### config.mk
export PLATFORM = sky130hd
export DESIGN_NAME = mem_hsiao_scrubber
export DESIGN_NICKNAME = d
export VERILOG_FILES = /design/src/rtl/hsiao_pkg.sv /design/src/rtl/hsiao_13_8_decoder.sv /design/src/rtl/mem_hsiao_scrubber.sv
export SDC_FILE = /design/constraint.sdc
export NUM_CORES = 1
export LEC_CHECK = 0
export BUFFER_PORTS_ARGS = -buffer_cell sky130_fd_sc_hd__buf_2
export CAP_MARGIN = 20
export CORE_ASPECT_RATIO = 1.2
export CORE_MARGIN = 4
export CORE_UTILIZATION = 45
export CTS_CLUSTER_SIZE = 8
export DETAILED_ROUTE_END_ITERATION = 10
export PLACE_DENSITY = 0.64
export SLEW_MARGIN = 15
export SYNTH_ARGS = -nofsm -noshare
export SYNTH_HDL_FRONTEND = slang
export SYNTH_SLANG_ARGS = --single-unit
### constraint.sdc
create_clock -name clk -period 3.7 [get_ports clk]
set_clock_uncertainty 0.05 [all_clocks]
set_input_delay 0.185 -clock clk [delete_from_list [all_inputs] [get_ports clk]]
set_output_delay 0.185 -clock clk [all_outputs]
set_load 0.005 [all_outputs]
### src/rtl/hsiao_pkg.sv
// +----------------------------------------------------------------------------+
// | hsiao_pkg : (13,8) Hsiao SEC-DED constants, encode/syndrome, scrubber FSM  |
// | Rev 1.0                                                                    |
// +----------------------------------------------------------------------------+
`default_nettype none

package hsiao_pkg;

  localparam int CW_W   = 13;
  localparam int DATA_W = 8;
  localparam int CHK_W  = 5;

  // H-matrix columns (s4..s0) for d0..d7; check bit ci uses one-hot(i)
  localparam logic [CHK_W-1:0] COL_D0 = 5'b00111;
  localparam logic [CHK_W-1:0] COL_D1 = 5'b01011;
  localparam logic [CHK_W-1:0] COL_D2 = 5'b01101;
  localparam logic [CHK_W-1:0] COL_D3 = 5'b01110;
  localparam logic [CHK_W-1:0] COL_D4 = 5'b10011;
  localparam logic [CHK_W-1:0] COL_D5 = 5'b10101;
  localparam logic [CHK_W-1:0] COL_D6 = 5'b10110;
  localparam logic [CHK_W-1:0] COL_D7 = 5'b11001;

  localparam logic [DATA_W-1:0][CHK_W-1:0] DATA_COLS =
    {COL_D7, COL_D6, COL_D5, COL_D4, COL_D3, COL_D2, COL_D1, COL_D0};

  function automatic logic [CHK_W-1:0] hsiao_encode(input logic [DATA_W-1:0] d);
    logic [CHK_W-1:0] c;
    c = '0;
    for (int i = 0; i < DATA_W; i++) begin
      if (d[i]) c = c ^ DATA_COLS[i];
    end
    return c;
  endfunction

  function automatic logic [CHK_W-1:0] hsiao_syndrome(input logic [CW_W-1:0] cw);
    return hsiao_encode(cw[CW_W-1:CHK_W]) ^ cw[CHK_W-1:0];
  endfunction

  typedef enum logic [2:0] {
    ST_IDLE  = 3'd0,
    ST_READ  = 3'd1,
    ST_CHECK = 3'd2,
    ST_WRITE = 3'd3,
    ST_NEXT  = 3'd4,
    ST_DONE  = 3'd5
  } state_e;

endpackage

`default_nettype wire

### src/rtl/hsiao_13_8_decoder.sv
// +----------------------------------------------------------------------------+
// | hsiao_13_8_decoder : combinational (13,8) Hsiao syndrome decode/correct    |
// | Rev 1.0                                                                    |
// +----------------------------------------------------------------------------+
`default_nettype none

module hsiao_13_8_decoder
  import hsiao_pkg::*;
(
  input  logic [CW_W-1:0]  cw,
  output logic [CHK_W-1:0] syndrome,
  output logic             single_err,
  output logic             uncorr_err,
  output logic [CW_W-1:0]  corrected
);

  logic [CW_W-1:0] flip;

  always_comb begin
    syndrome = hsiao_syndrome(cw);
    flip     = '0;
    for (int i = 0; i < DATA_W; i++) begin
      if (syndrome == DATA_COLS[i]) flip[CHK_W+i] = 1'b1;
    end
    for (int i = 0; i < CHK_W; i++) begin
      if (syndrome == (CHK_W'(1) << i)) flip[i] = 1'b1;
    end
    // Nonzero syndrome with no matching column covers both even weight and 11010/11100/11111
    single_err = |flip;
    uncorr_err = (syndrome != '0) && !single_err;
    corrected  = cw ^ flip;
  end

endmodule

`default_nettype wire

### src/rtl/mem_hsiao_scrubber.sv
// +----------------------------------------------------------------------------+
// | mem_hsiao_scrubber : background SEC-DED scrubber for a 2**ADDR_W x 13 RAM  |
// | Rev 1.0                                                                    |
// +----------------------------------------------------------------------------+
`default_nettype none

module mem_hsiao_scrubber
  import hsiao_pkg::*;
#(
  parameter int ADDR_W = 4,
  parameter int CNT_W  = 8
) (
  input  logic              clk,
  input  logic              rst_n,
  input  logic              start,
  output logic              busy,
  output logic              done,
  output logic              mem_wr_en,
  output logic [ADDR_W-1:0] mem_addr,
  output logic [CW_W-1:0]   mem_wr_data,
  input  logic [CW_W-1:0]   mem_rd_data,
  output logic [CNT_W-1:0]  corr_cnt,
  output logic [CNT_W-1:0]  uncorr_cnt,
  output logic              ue_valid,
  output logic [ADDR_W-1:0] ue_addr
);

  state_e            state_q, state_d;
  logic              busy_q, busy_d;
  logic              done_q, done_d;
  logic              wr_en_q, wr_en_d;
  logic [ADDR_W-1:0] addr_q, addr_d;
  logic [CW_W-1:0]   wr_data_q, wr_data_d;
  logic [CW_W-1:0]   rd_word_q, rd_word_d;
  logic [CNT_W-1:0]  corr_q, corr_d;
  logic [CNT_W-1:0]  uncorr_q, uncorr_d;
  logic              ue_valid_q, ue_valid_d;
  logic [ADDR_W-1:0] ue_addr_q, ue_addr_d;

  logic [CHK_W-1:0]  dec_syndrome;
  logic              dec_single;
  logic              dec_uncorr;
  logic [CW_W-1:0]   dec_corrected;

  hsiao_13_8_decoder u_dec (
    .cw         (rd_word_q),
    .syndrome   (dec_syndrome),
    .single_err (dec_single),
    .uncorr_err (dec_uncorr),
    .corrected  (dec_corrected)
  );

  always_comb begin
    state_d    = state_q;
    busy_d     = busy_q;
    done_d     = 1'b0;
    wr_en_d    = 1'b0;
    addr_d     = addr_q;
    wr_data_d  = wr_data_q;
    rd_word_d  = rd_word_q;
    corr_d     = corr_q;
    uncorr_d   = uncorr_q;
    ue_valid_d = ue_valid_q;
    ue_addr_d  = ue_addr_q;

    case (state_q)
      ST_IDLE: begin
        if (start) begin
          busy_d     = 1'b1;
          addr_d     = '0;
          corr_d     = '0;
          uncorr_d   = '0;
          ue_valid_d = 1'b0;
          ue_addr_d  = '0;
          state_d    = ST_READ;
        end
      end
      ST_READ: begin
        rd_word_d = mem_rd_data;
        state_d   = ST_CHECK;
      end
      ST_CHECK: begin
        state_d = ST_NEXT;
        if (dec_syndrome == '0) begin
          state_d = ST_NEXT;
        end else if (dec_single) begin
          wr_data_d = dec_corrected;
          wr_en_d   = 1'b1;
          corr_d    = (corr_q == '1) ? corr_q : corr_q + 1'b1;
          state_d   = ST_WRITE;
        end else if (dec_uncorr) begin
          uncorr_d = (uncorr_q == '1) ? uncorr_q : uncorr_q + 1'b1;
          if (!ue_valid_q) begin
            ue_valid_d = 1'b1;
            ue_addr_d  = addr_q;
          end
        end
      end
      ST_WRITE: begin
        state_d = ST_NEXT;
      end
      ST_NEXT: begin
        if (addr_q == '1) begin
          busy_d  = 1'b0;
          done_d  = 1'b1;
          state_d = ST_DONE;
        end else begin
          addr_d  = addr_q + 1'b1;
          state_d = ST_READ;
        end
      end
      ST_DONE: begin
        state_d = ST_IDLE;
      end
      default: begin
        busy_d  = 1'b0;
        state_d = ST_IDLE;
      end
    endcase
  end

  // Async clear also kills an in-flight write-back strobe without waiting for a clock
  always_ff @(posedge clk or negedge rst_n) begin
    if (!rst_n) begin
      state_q    <= ST_IDLE;
      busy_q     <= 1'b0;
      done_q     <= 1'b0;
      wr_en_q    <= 1'b0;
      addr_q     <= '0;
      wr_data_q  <= '0;
      rd_word_q  <= '0;
      corr_q     <= '0;
      uncorr_q   <= '0;
      ue_valid_q <= 1'b0;
      ue_addr_q  <= '0;
    end else begin
      state_q    <= state_d;
      busy_q     <= busy_d;
      done_q     <= done_d;
      wr_en_q    <= wr_en_d;
      addr_q     <= addr_d;
      wr_data_q  <= wr_data_d;
      rd_word_q  <= rd_word_d;
      corr_q     <= corr_d;
      uncorr_q   <= uncorr_d;
      ue_valid_q <= ue_valid_d;
      ue_addr_q  <= ue_addr_d;
    end
  end

  assign busy        = busy_q;
  assign done        = done_q;
  assign mem_wr_en   = wr_en_q;
  assign mem_addr    = addr_q;
  assign mem_wr_data = wr_data_q;
  assign corr_cnt    = corr_q;
  assign uncorr_cnt  = uncorr_q;
  assign ue_valid    = ue_valid_q;
  assign ue_addr     = ue_addr_q;

endmodule

`default_nettype wire
== Word-level counts from Yosys, hierarchy flattened ==
Cells that the tools add are included.

* Flip-flop bits (word level): 57
* Input port bits: 16
* Output and inout port bits: 41
* Word-level logic and storage cells: 129

* Equal/unequal tests: 31
* Bitwise operators: 11
* Reduce and logical (&&, ||, !) cells: 16
* Add/subtract/negate cells: 3
* Mux-type cells: 57

{| class="wikitable"
|+ Operators by type and width
! operator !! count
|-
| 2-to-1 mux 8 bit || 8
|-
| 2-to-1 mux 4 bit || 9
|-
| case mux 8 bit (2 select lines) || 2
|-
| equality test 5 bit (second input constant) || 5
|-
| 2-to-1 mux 1 bit || 24
|-
| equality test 5 x 4 -> 1 bit (second input constant) || 4
|-
| 2-to-1 mux 5 bit || 4
|-
| inequality test 2 bit (second input constant) || 10
|-
| adder 8 x 1 -> 8 bit (second input constant) || 2
|-
| equality test 8 bit (second input constant) || 2
|-
| case mux 4 bit (2 select lines) || 2
|-
| 2-to-1 mux 3 bit || 5
|-
| inverter 3 bit || 5
|-
| case mux 3 bit (5 select lines) || 1
|-
| OR reduction 13 bit || 1
|-
| bitwise XOR 13 bit || 1
|-
| AND reduction 6 bit || 2
|-
| equality test 5 x 3 -> 1 bit (second input constant) || 2
|-
| AND reduction 5 bit || 2
|-
| AND reduction 3 bit || 3
|-
| equality test 3 x 2 -> 1 bit (second input constant) || 2
|-
| equality test 3 bit (second input constant) || 2
|-
| inverter 2 -> 3 bit || 2
|-
| equality test 5 x 1 -> 1 bit (second input constant) || 1
|-
| 15 further kinds || 17
|}

== Depth between registers and ports, before layout ==
Gate-level depths: netlist of the first run.

* Depth after elaboration: 25
* Mapped depth: 10
* Depth with buffers taken out: 9

== By module ==
A second synthesis of the first run with hierarchy kept.

* Cell total of the unflattened synthesis: 326
* Area, all modules: 3266.9 um^2

{| class="wikitable"
|+ By module, submodules not included
! module !! seq. area each (um^2) !! cells each !! area each (um^2) !! instances
|-
| mem_hsiao_scrubber || 1426.4 || 255 || 2620.0 || 1
|-
| hsiao_13_8_decoder || 0.0 || 71 || 646.9 || 1
|}

== Least setup slack after synthesis of the first run ==
No wires, ideal clock.

* Path kind: flip-flop to flip-flop
* From: reg rd_word_q[12]
* To: reg corr_q[3], in the netlist corr_cnt[3]
* Setup time: 78 ps
* Arrival: 2664 ps
* Path slack: 908 ps
* Data required time: 3572 ps
* Path buffers: 1
* Cell stages (with the launch flop): 10
* Period minus slack after synthesis: 2792 ps
* Path through: dfrtp_1 xor3_1 xnor2_1 nand2_1 nor3b_1 a311o_1 a31o_2 buf_6 or3_1 a21oi_1

* Longest elaborated chain between the ends: 7
* Elaborated cells between the ends (all ways): 33
* Those cells by class: eq/ne (15); mux (14); bitwise (1); reduce/logical (3)

{| class="wikitable"
|+ Ends and longest elaborated chain
! element !! RTL line !! RTL
|-
| start: declaration || mem_hsiao_scrubber.sv:34 || <nowiki>logic [CW_W-1:0] rd_word_q, rd_word_d;</nowiki>
|-
| start signal: assignment || mem_hsiao_scrubber.sv:143 || <nowiki>rd_word_q <= rd_word_d;</nowiki>
|-
| 2-to-1 mux 5 bit * || hsiao_pkg.sv:30 || <nowiki>if (d[i]) c = c ^ DATA_COLS[i];</nowiki>
|-
| bitwise XOR 5 bit * || hsiao_pkg.sv:36 || <nowiki>return hsiao_encode(cw[CW_W-1:CHK_W]) ^ cw[CHK_W-1:0];</nowiki>
|-
| equality test 5 x 1 -> 1 bit (tied with other cells) || hsiao_13_8_decoder.sv:26 || <nowiki>if (syndrome == (CHK_W'(1) << i)) flip[i] = 1'b1;</nowiki>
|-
| 2-to-1 mux 1 bit, on equally long branches || hsiao_13_8_decoder.sv:26, hsiao_13_8_decoder.sv:23 ||
|-
| OR reduction 13 bit || hsiao_13_8_decoder.sv:29 || <nowiki>single_err = |flip;</nowiki>
|-
| inequality test 2 bit (no line) || - ||
|-
| AND reduction 5 bit (no line) * || - ||
|-
| end signal: assignment || mem_hsiao_scrubber.sv:144 || <nowiki>corr_q <= corr_d;</nowiki>
|-
| end: declaration || mem_hsiao_scrubber.sv:35 || <nowiki>logic [CNT_W-1:0] corr_q, corr_d;</nowiki>
|}

Mark *: on every way between the ends. The rest lies on a longest branch, timed or not.
A chain may end at the register's enable or synchronous reset.

== Worst setup path after layout of the first run ==
* From: reg rd_word_q[12]
* To: reg corr_q[7], in the netlist corr_cnt[7]

Same word-level chain as after synthesis.

==> results of run 1 <==
==> synth_stat cells, types with 2 or more instances <==
master	number
inv_1	6
mux2i_1	5
or2_2	4
o31ai_1	3
ha_1	3
or4_1	2
o21ai_0	11
xnor2_1	18
and3_1	6
dfrtp_1	57
clkbuf_1	5
a21oi_1	18
or3_1	3
and2_1	2
nand4_1	9
nand3b_1	4
nor2_1	28
nand3_1	15
o211ai_1	5
xor2_1	14
a211oi_1	2
nor3b_1	2
nor4_1	3
nand2_1	29
nand2b_1	4
nor2b_1	2
nor3_1	11
mux2_2	16
xor2_2	2
nor4b_1	2
buf_2	4
a22o_1	4
==> worst max path at each step <==
stage	slack (ps)	to	from
5_1_grt	200	corr_cnt[7]	rd_word_q[12]
3_5_place_dp	490	corr_cnt[7]	rd_word_q[12]
6_report	470	corr_cnt[7]	rd_word_q[12]
3_3_place_gp	620	corr_cnt[7]	rd_word_q[12]
2_1_floorplan	910	corr_cnt[3]	rd_word_q[12]
4_1_cts	470	corr_cnt[7]	rd_word_q[12]
==> logic make-up after synthesis <==
logic type,count (synthesis),synth area share (%)
DFF,57,45.6
and+or+nand+nor,127,20.5
AOI/OAI and AO/OA,53,10.8
adders and majority gates,3,1.20
muxes,21,7.36
buffers and inverters,18,2.56
xor gates and xnor gates,37,12.0
==> layout make-up <==
type | instances | area share, %
Clock inverter | 7 | 2.29
Timing Repair Buffer | 61 | 8.61
Inverter | 7 | 0.707
Clock buffer | 9 | 3.33
Multi-Input combinational cell | 241 | 43.8
Tap cell | 87 | 2.93
Sequential cell | 57 | 38.4
==> timing repair <==
item,in CTS,in global routing
hold buffers,1,0
endpoints found under the setup margin,0,0
endpoints found under the hold margin,24,0
==> placed cells by master, fill, tap and decap left out, types with 5 or more instances in the layout <==
cell and n:
dfrtp_1 57, xnor2_1 18, clkinv_2 5, xor2_1 14, o21ai_0 11, clkbuf_8 9
nand3_1 15, inv_1 6, nand4_1 9, a21oi_1 18, buf_2 56, mux2_2 16
and3_1 6, o211ai_1 5, nand2_1 29, nor3_1 11, mux2i_1 5, nor2_1 28
==> through the flow <==
step                cells  setup WS [ps]
floorplan             316            908
global placement      452            621
detailed placement    452            490
CTS                   469            467
global route          469            200
finish                469            467
==> layer usage <==
layer  part of all wire [%]  global-route usage [%]
met1                     40                    20.5
met2                     53                    31.7
met4                    2.3                    6.68
met5                      0                       0
met3                    4.7                    4.72
==> worst max-delay path: stages, from the launching register on <==
cell	delay, ps
dfrtp_1	410
xor3_1	480
xnor2_1	450
nand2_1	130
nor3b_1	170
a311o_1	370
a31o_2	340
clkinv_1	110
buf_4	250
a41oi_1	150
a211oi_1	230
==> state kept, by name, summed over array words and instances (netlist names) <==
name	cells
mem_wr_data	13
rd_word_q	13
corr_cnt	8
uncorr_cnt	8
mem_addr	4
ue_addr	4
state_q	3
busy	1
done	1
mem_wr_en	1
ue_valid	1
==> results.toml, run 1 <==
[drt]
firstDrtPassIters = 4
drtIter0Drc = 165
wire_per_inst_um = 15.0
drc = 0
avgViaCountPerCell = 5.50
antenna_left = 0
vias = 2578
wl_mm = 7.05

[worst_hold_path]
hold_path.class = "primary input to flip-flop"
hold_depth = 2
hp-start = "mem_rd_data[8]"
hold_path_end = "rd_word_q[8]"

[sta]
period_minus_slack_ps = 3230
setup_tns_ps = 0
setup_viol_count_final = 0
rsz0062_at_grt = "false"
hold_viol = 0
fin_hold_ws_ps = 33.6
slew_headroom_pct = 29.0
fin_crit_sh_pct = 87.4
maxSlewViolCount = 0
worst_pin_slew_ps = 1060
fmax_mhz = 309

[run]
maxCapViolations = 0

[floorplanning]
start_util_pct = 45.9
die_w_um = 84.1
row_count = 33
io_pins = 57
die_h_um = 99.4
core-area_um2 = 6810
die_area_um2 = 8360

[global_routing]
gr-total-overflow = 0
grt_max_degree = 34
first_global_vias = 2555
grt_use_total_pct = 17.9
antenna_found_initial = 0
grt_pass1_wl_mm = 12.0

[final_layout]
syn_to_final_growth_pct = 18.8
diodes = 0
regArea_um2 = 1430
layout-drive-gt1-share_pct = 26.7
n_fill_cell = 642
finalNetCount = 396
fin_area_um2 = 3720
multi_input_area_um2 = 1630
fin_util_pct = 54.6

[critical_path]
arrival_ps = 3420
required_ps = 3890
r2r-start = "rd_word_q[12]"
worstReg2RegEnd = "corr_cnt[7]"
worstSetupPathType = "flip-flop to flip-flop"
path_max_fanout = 24
reg2reg_depth = 10
reg2reg_slack_ps = 470
end_kind = "flip-flop"
worst_setup_path_start_kind = "flip-flop"

[clock_network]
clk_path_buf_depth = 2
cts_root_buf = "clkbuf_8"
cts_tree = "done"
cts.clk_slew.worst_paths_ps = 70
cts-resized-gates = 0
clk_latency_ps = 330
cts_setup_buffers = 0
cts_buffers = 9
cts_max_level = 3
cts.sinks = 57

[logic_synthesis]
syn-mean-instance-area_um2 = 9.90
syn_inst = 316
synth_top_area_share_pct = 45.6
syn_nets = 335
netlist_area_um2 = 3130
async_flop_share_pct = 100
ys_ff_latch = 57
synth_ff_type = "dfrtp_1"
synth.area.top_cells = "dfrtp_1 46%, mux2_2 5.8%, xnor2_1 5.0%"
yosys_warnings = 0
synth_cell_type_count = 49
ys_seq_area_share_pct = 45.6
synth_edf_count = 0
synth.largest_area_cell = "dfrtp_1"

[placement]
place_congestion = 0.847
io_buffer_count = 56
dp_hpwl_mm = 5.21
placed_area_um2 = 3500

[outcome]
status = "complete, no violations"
Power of run 1 is left out: the tool's default activity adds up to more than one toggle a clock period on the data nets, which glitch-free logic cannot reach.
==> run 2: changes to the inputs <==
--- a/config.mk
+++ b/config.mk
@@ -12,7 +12,7 @@
 export CORE_UTILIZATION = 45
 export CTS_CLUSTER_SIZE = 8
 export DETAILED_ROUTE_END_ITERATION = 10
-export PLACE_DENSITY = 0.64
+export PLACE_DENSITY = 0.66
 export SLEW_MARGIN = 15
 export SYNTH_ARGS = -nofsm -noshare
 export SYNTH_HDL_FRONTEND = slang
==> constraint.sdc (replaced) <==
create_clock -name clk -period 2.7 [get_ports clk]
set_clock_uncertainty 0.05 [all_clocks]
set_input_delay 0.135 -clock clk [delete_from_list [all_inputs] [get_ports clk]]
set_output_delay 0.135 -clock clk [all_outputs]
set_load 0.005 [all_outputs]
==> run 2 against run 1 <==
Against the previous run:
- the flow now finishes with violations (negative setup slack)
- sequential share of layout area fell by 4.8 points
- via count grew 6.9%
- final cell count increased by 9.4%
- sequential cell count unchanged
- register-to-register slack got worse by 480 ps
- worst setup slack got worse by 480 ps
- non-clock buffer count increased by 44
- critical path depth decreased by 2
- largest cell class unchanged
==> results.toml, run 2 (synthesized netlist as in run 1, its figures left out) <==
[global_routing]
grt_use_total_pct = 19.2
grt_max_degree = 42
antenna_found_initial = 0
grt_pass1_wl_mm = 12.8
gr-total-overflow = 0
first_global_vias = 2691

[outcome]
violations = "negative setup slack"
status = "finished, violations left"

[floorplanning]
row_count = 33
start_util_pct = 45.9
die_area_um2 = 8360
die_w_um = 84.1
io_pins = 57
core-area_um2 = 6810
die_h_um = 99.4

[sta]
maxSlewViolCount = 0
hold_viol = 0
setup_viol_count_final = 1
rsz0062_at_grt = "true"
fin_crit_sh_pct = 101
slew_headroom_pct = 36.6
worst_pin_slew_ps = 951
fmax_mhz = 368
fin_ws_ps = -16.5
period_minus_slack_ps = 2720

[final_layout]
fin_util_pct = 62.6
layout-drive-gt1-share_pct = 36.2
fin_area_um2 = 4260
syn_to_final_growth_pct = 36.2
n_fill_cell = 595
final_common_cell = "buf_2"
layout_common_cells = "56 x buf_2, 54 x dfrtp_1, 31 x buf_4"
finalNetCount = 440
diodes = 0

[placement]
place_congestion = 0.892
placed_area_um2 = 3710
dp_hpwl_mm = 5.60
io_buffer_count = 56
place_ws_ps = -64.2

[drt]
wire_per_inst_um = 15.3
antenna_left = 0
drtIter0Drc = 158
firstDrtPassIters = 4
wl_mm = 7.85
avgViaCountPerCell = 5.37
vias = 2756
drc = 0

[worst_hold_path]
hold_depth = 3
hold_path.class = "primary input to flip-flop"

[run]
maxCapViolations = 0

[critical_path]
startpoint = "rd_word_q[11]"
worstSetupPathType = "flip-flop to flip-flop"
reg2reg_depth = 8
crit_end = "corr_cnt[3]"
worstReg2RegEnd = "corr_cnt[3]"
reg2reg_slack_ps = -20
required_ps = 2910
end_kind = "flip-flop"
path_max_fanout = 6
r2r-start = "rd_word_q[11]"
worst_setup_path_start_kind = "flip-flop"
arrival_ps = 2930

[clock_network]
cts_max_level = 3
clk_path_buf_depth = 2
cts.clk_slew.worst_paths_ps = 60
clk_latency_ps = 340
cts_buffers = 9
cts.sinks = 57
cts_tree = "done"
cts_root_buf = "clkbuf_8"
[run 2: cell count changes in the layout (fill, tap and decap cells not counted), sizes merged]
cell,change
buf,+31
clkinvlp,+1
bufinv,-1
clkinv,-4
dlygate4sd3,+13
clkbuf,+4
[run 2: metal layers]
metal / up-vias / routed length (um) / GRT usage, % / share of wire (%)
li1: 1331 / - / - / -
met1: 1341 / 3100 / 21.9 / 39
met2: 65 / 4250 / 34.6 / 54
met3: 19 / 286 / 3.31 / 3.6
met4: 0 / 218 / 9.41 / 2.8
met5: - / 0 / 0 / 0
[run 2: layout make-up]
class | count | area [um2] | share of cell area [%]
Clock buffer | 13 | 149 | 3.49
Clock inverter | 3 | 40.0 | 0.939
Inverter | 7 | 30.0 | 0.704
Multi-Input combinational cell | 241 | 1800 | 42.2
Sequential cell | 57 | 1430 | 33.5
Tap cell | 87 | 109 | 2.55
Timing Repair Buffer | 105 | 707 | 16.6
[run 2: worst min-delay path by stage]
stage          startpoint    to  slack (ps)
2_1_floorplan       rst_n  busy        -210
3_3_place_gp        rst_n  done         280
3_5_place_dp        rst_n  busy         280
4_1_cts             start  busy         100
5_1_grt             start  busy         160
6_report            start  busy         100
[run 2: worst max-delay path, stage by stage (launching register included)]
cell and delay [ps]:
dfrtp_2 450, xor3_2 500, xnor2_4 230, nand2_1 90, nor3b_2 170, a311o_1 320
a31o_4 270, or3_1 380, a21oi_2 170
[run 2: timing repair]
action                                  CTS  global route
pin swaps                                 3            17
setup buffers                             1             4
endpoints found under the setup margin   25            33
hold buffers                             14             0
gates resized for setup                   9            26
hold endpoints to repair                 52             0
[run 2: metrics by stage]
stage	hold slack, ps	setup TNS (ps)	instances
2_1_floorplan	-211	-27.5	316
3_3_place_gp	277	0	478
3_5_place_dp	283	-672	478
4_1_cts	100	0	509
5_1_grt	165	-1160	513
6_report	100	-16.5	513
Power of run 2 is left out for the same reason.
